### src/rtl/axi_io_arbiter.sv
// axi_io_arbiter: round-robin sharing of one request-level AXI master between two requesters,
// with a write watchdog so a stuck B channel cannot hold the port forever.
module axi_io_arbiter #(
  parameter int AXI_ADDRW = 4,
  parameter int AXI_DATAW = 32,
  parameter int WDOG_W = 16,
  parameter logic [WDOG_W-1:0] WDOG_LIMIT = 16'hFFFF
) (
  input  logic                       clk,
  input  logic                       rst,
  input  logic [1:0]                 s_re,
  input  logic [1:0]                 s_we,
  input  logic [2*AXI_ADDRW-1:0]     s_addr,
  input  logic [2*AXI_DATAW-1:0]     s_wdata,
  input  logic [2*(AXI_DATAW/8)-1:0] s_wstrb,
  output logic [AXI_DATAW-1:0]       s_rdata,
  output logic [1:0]                 s_r_success,
  output logic [1:0]                 s_r_timeout,
  output logic [1:0]                 s_w_success,
  output logic [1:0]                 s_w_timeout,
  output logic                       grant,
  output logic                       busy,
  output logic                       m_re,
  output logic                       m_we,
  output logic [AXI_ADDRW-1:0]       m_araddr,
  output logic [AXI_ADDRW-1:0]       m_awaddr,
  output logic [AXI_DATAW-1:0]       m_wdata,
  output logic [AXI_DATAW/8-1:0]     m_wstrb,
  input  logic [AXI_DATAW-1:0]       m_rdata,
  input  logic                       m_r_success,
  input  logic                       m_r_timeout,
  input  logic                       m_w_success,
  input  logic                       m_w_busy
);
  localparam int SW = AXI_DATAW / 8;
  typedef enum logic [2:0] {IDLE, ISSUE, WAIT_R, WAIT_W, GUARD} state_t;
  state_t state;
  logic [WDOG_W-1:0] wdog;
  logic [1:0] pend, oh;
  logic win;
  logic [AXI_ADDRW-1:0] sel_addr;
  logic [AXI_DATAW-1:0] sel_wdata;
  logic [SW-1:0] sel_wstrb;
  always_comb begin
    pend = s_re | s_we;
    win = &pend ? ~grant : pend[1];
    sel_addr = win ? s_addr[2*AXI_ADDRW-1 -: AXI_ADDRW] : s_addr[AXI_ADDRW-1:0];
    sel_wdata = win ? s_wdata[2*AXI_DATAW-1 -: AXI_DATAW] : s_wdata[AXI_DATAW-1:0];
    sel_wstrb = win ? s_wstrb[2*SW-1 -: SW] : s_wstrb[SW-1:0];
    oh = {grant, ~grant};
  end
  always_ff @(posedge clk or negedge rst) begin
    if (!rst) begin
      state <= IDLE;
      grant <= 1'b0;
      busy <= 1'b0;
      wdog <= '0;
      m_re <= 1'b0;
      m_we <= 1'b0;
      m_araddr <= '0;
      m_awaddr <= '0;
      m_wdata <= '0;
      m_wstrb <= '0;
      s_rdata <= '0;
      s_r_success <= '0;
      s_r_timeout <= '0;
      s_w_success <= '0;
      s_w_timeout <= '0;
    end else begin
      m_re <= 1'b0;
      m_we <= 1'b0;
      s_r_success <= '0;
      s_r_timeout <= '0;
      s_w_success <= '0;
      s_w_timeout <= '0;
      case (state)
        IDLE: if (|pend) begin
          grant <= win;
          busy <= 1'b1;
          m_araddr <= sel_addr;
          m_awaddr <= sel_addr;
          m_wdata <= sel_wdata;
          m_wstrb <= sel_wstrb;
          m_re <= s_re[win];
          m_we <= ~s_re[win] & ~m_w_busy;
          state <= ISSUE;
        end
        // the strobe is high during ISSUE; a write blocked by m_w_busy retries here
        ISSUE: begin
          if (m_re) state <= WAIT_R;
          else if (m_we) state <= WAIT_W;
          else m_we <= ~m_w_busy;
        end
        WAIT_R: begin
          if (m_r_success) begin
            s_rdata <= m_rdata;
            s_r_success <= oh;
            state <= GUARD;
          end else if (m_r_timeout) begin
            s_r_timeout <= oh;
            state <= GUARD;
          end
        end
        WAIT_W: begin
          if (m_w_success) begin
            s_w_success <= oh;
            wdog <= '0;
            state <= GUARD;
          end else if (wdog + WDOG_W'(1) == WDOG_LIMIT) begin
            s_w_timeout <= oh;
            wdog <= '0;
            state <= GUARD;
          end else wdog <= wdog + WDOG_W'(1);
        end
        GUARD: begin
          busy <= 1'b0;
          state <= IDLE;
        end
        default: state <= IDLE;
      endcase
    end
  end
endmodule
### config.mk
export PLATFORM = sky130hd
export DESIGN_NAME = axi_io_arbiter
export DESIGN_NICKNAME = d
export VERILOG_FILES = /design/src/rtl/axi_io_arbiter.sv
export SDC_FILE = /design/constraint.sdc
export NUM_CORES = 1
export LEC_CHECK = 0
export ABC_AREA = 1
export BUFFER_PORTS_ARGS = -buffer_cell sky130_fd_sc_hd__buf_2
export CAP_MARGIN = 20
export CELL_PAD_IN_SITES_DETAIL_PLACEMENT = 1
export CELL_PAD_IN_SITES_GLOBAL_PLACEMENT = 2
export CORE_UTILIZATION = 26
export CTS_BUF_LIST = sky130_fd_sc_hd__clkbuf_16
export DETAILED_ROUTE_END_ITERATION = 7
export GPL_ROUTABILITY_DRIVEN = 0
export PLACE_DENSITY_LB_ADDON = 0.3
export SYNTH_ARGS = -nofsm -noshare
export SYNTH_HDL_FRONTEND = slang
export SYNTH_SLANG_ARGS = --single-unit
### constraint.sdc
create_clock -name clk -period 2.3 [get_ports clk]
set_clock_uncertainty 0.2 [all_clocks]
set_input_delay 0 -clock clk [delete_from_list [all_inputs] [get_ports clk]]
set_output_delay 0 -clock clk [all_outputs]
set_load 0.01 [all_outputs]
==> summary by stage <==
STA
The ratio of final minimum period to clock period is 94.8%. The number of setup violations in the final report is 0. The max-slew violation count is 0. The max-slew headroom at the worst pin is 43.6%. The upper clock frequency limit is 459 MHz. Setup repair after global routing could not meet its margin everywhere. For the pin with the worst max-slew slack, the measured transition is 0.844 ns.

The minimum clock period after layout is 2.18 ns. On the final layout, the worst hold slack is 0.0128 ns. The number of endpoints with negative hold slack in the final report is 0.

Detailed routing
The first-iteration detailed-routing DRC count is 122. Dividing the detail-routed wire length by the instance count gives 16.0 um. The per-cell via count in the routed design is 4.57. The total number of vias is 4943. The number of iterations in the first detailed-routing pass is 4. The routed wire length is 17300 um. In the routed design, unresolved DRC markers number 0.

In this run the remaining antenna-violating nets after routing total 0.

GRT
The initial antenna violation count is 0. The largest net degree at the start of global routing is 43. The via count of the first global-routing pass is 5478. The total grt overflow is 0. The global-route wire length before repair is 27400 um.

Global routing used 19.3% of the available tracks.

Setup path
The type of the worst setup path is reg -> reg. For the worst setup path, the data required time is 2.34 ns. The launching element type of the critical path is a flop. Among all stages on the critical path, the largest delay is contributed by dfrtp_1.

Grouping stages by cell kind, the critical path spends the most delay in simple AND/OR/NAND/NOR gates. Counting both buffers and inverters, the worst setup path holds a total of 2. Of all nets on the critical path, the largest fanout is 10. Data on the critical path arrives at its endpoint at 2.22 ns. The nature of the critical path endpoint is a flop.

In this design, the stage delay of the slowest critical-path cell is 0.41 ns. Walking the worst path, the cells encountered are buf_4 -> nand2_1 -> nor2_4 -> nand2_2 -> nor2_1 -> nand2_1 -> nand2_1 -> nand3_1 -> nor2_1 -> nand2_2 -> buf_6 -> nand3_1 -> o21ai_0. The cell seen most often among critical-path stages is nand2_1. The setup slack of the most critical reg-to-reg path is 0.12 ns.

Yosys
After synthesis, the largest area contributor takes up 55.2% of total cell area. The leading register cell type out of synthesis is dfrtp_1. After synthesis, the most frequently instantiated cells are 103 x dfrtp_1, 98 x nand2_1, 73 x o21ai_0. The yosys synthesis warning count is 0.

The synthesis-stage register bit count is 103. Synthesis produced 516 cells. In the post-synthesis netlist, the biggest area contributors are dfrtp_1 55%, nand2_1 7.9%, o21ai_0 7.8%. After synthesis the cells add up to 4670 sq um.

The fraction of the yosys area taken by sequential cells is 55.2%. The share of flip-flops with an asynchronous set or reset after synthesis is 100%. Counting distinct cell types in the post-synthesis netlist gives 27. The biggest area contributor in the post-synthesis netlist is dfrtp_1. The most frequently used cell type in the post-synthesis netlist is dfrtp_1.

The number of enable-type register cells in the synthesized netlist is 0. A synthesized cell averages 9.04 sq um. The number of nets in the synthesized netlist is 640.

Status
The flow ran to the end, and the final reports show no timing, DRC or antenna violations.

Power
The areal power density over the cells is 1120 nW/um^2. The leakage power summed over all cells is 3.69 nW. The largest voltage drop on the vdd net is 0.000439 V. The design draws 8.50 mW.

Finish
The area growth from synthesis to layout is 63.3%. The finished layout holds 1081 standard cells, fillers aside. The proportion of layout cells with a drive suffix above 1 is 34.2%.

The filler cell count is 2074. The final layout contains 975 nets. The end-of-flow core utilization is 43.8%.

The repair_antennas step left the layout with diodes totalling 0.

Clock network
After clock tree synthesis, the clock-pin slew on the worst setup and hold paths is 0.08 ns. CTS built an H-tree with a depth of 3. The clock tree root buffer cell is clkbuf_16. No sink is reached through more buffers than the 2 on the longest clock path. The number of clock buffers inserted by TritonCTS is 9. The clock reaches the later pin of the worst-skew pair after 0.36 ns. The CTS tree is built. Counting every sink on the clock net gives 103.

Floorplanning
The top-level I/O count is 210. The die area is 18500 sq um. The initial core utilization is 26.8%. The floorplan has 48 rows.

From bottom edge to top edge, the die measures 136 um. The floorplan step set the die width to 136 um. The area of the core region is 17400 sq um.

Hold path
The type of the most critical hold path is in -> reg.

Run
The max-capacitance violation count is 0.

Placement
In this run the tool buffered the top-level ports with 209 buffer cells. The HPWL after detailed placement is 11400 um. After detailed placement, the design holds a cell count of 940.
-- final cells by class --
class | count | area (sq um) | area share (%)
inverters | 38 | 143 | 1.87
flip-flops and latches | 103 | 2580 | 33.8
well taps | 225 | 282 | 3.69
clock buffers | 9 | 225 | 2.96
repair buffers | 350 | 2440 | 32.1
multi-input cells | 349 | 1860 | 24.4
clock inverters | 7 | 85.1 | 1.12
-- flip-flops by register name, summed over array words and instances (netlist names) --
signal	flops
busy	1
grant	1
m_awaddr	4
m_re	1
m_wdata	32
m_we	1
m_wstrb	4
s_r_success	2
s_r_timeout	2
s_rdata	32
s_w_success	2
s_w_timeout	2
state	3
wdog	16
-- where the power goes --
part	internal, mW	switching [mW]
clock	0.868	0.774
combinational	1.54	2.12
sequential	2.64	0.547
total	5.05	3.44
-- metrics by stage --
stage                     setup TNS (ns)  setup WS [ns]  instance area (sq um)
after floorplan                        0          0.373                   4670
after global placement                 0          0.141                   6020
after detailed placement               0         0.0606                   6020
after CTS                              0         0.0299                   7560
after global routing             -0.0593        -0.0322                   7620
final                                  0          0.121                   7620
-- final timing paths --
check                       startpoint     endpoint  depth (start not counted)
max                            wdog[1]      wdog[7]                         13
min                            s_we[1]        grant                          5
max reg2reg                    wdog[1]      wdog[7]                         13
min reg2reg                m_wdata[29]  m_wdata[29]                          2
max in group asynchronous          rst        grant                          3
min in group asynchronous          rst     wdog[13]                          3
-- cells in the final DEF, fill, tap and decap left out, types with 5 or more instances in the layout --
cell           instances
nand2_1               96
nor2_2                 5
o22ai_1                6
buf_2                208
clkbuf_16              9
nor2_1                61
buf_4                 16
o21ai_1               21
dfrtp_1              102
dlygate4sd3_1        123
o21ai_0               73
inv_1                 37
nand4_1                5
nor3_1                 6
nand3_1               24
mux2_2                32
-- repair_timing --
item	4_1_cts	5_1_grt
setup endpoints to repair	0	22
hold buffers	123	0
buffers inserted	0	2
gates resized for setup	0	10
endpoints found under the hold margin	201	0
-- layer usage --
| layer | track usage, % | routed length (um) | vias to the layer above |
|---|---|---|---|
| li1 | - | - | 2367 |
| met1 | 21.0 | 6980 | 2397 |
| met2 | 35.6 | 8930 | 158 |
| met3 | 5.56 | 1080 | 21 |
| met4 | 6.17 | 311 | 0 |
| met5 | 0 | 0 | - |
-- cell families (layout without fill, tap and decap cells) --
logic type,after synthesis,after routing,synth area share [%]
AO/OA/AOI/OAI,104,104,11.4
adder cells (fa/ha/maj),2,2,0.536
buffers and inverters,64,404,5.66
flip-flops,103,103,55.2
multiplexers,33,33,7.94
AND/OR/NAND/NOR,210,210,19.2
-- worst register-to-register path: stages (launching register included) --
cell	delay, ns
dfrtp_1	0.41
buf_4	0.15
nand2_1	0.08
nor2_4	0.18
nand2_2	0.11
nor2_1	0.12
nand2_1	0.07
nand2_1	0.10
nand3_1	0.10
nor2_1	0.13
nand2_2	0.09
buf_6	0.16
nand3_1	0.06
o21ai_0	0.08
(Power assumes the default switching activity.)
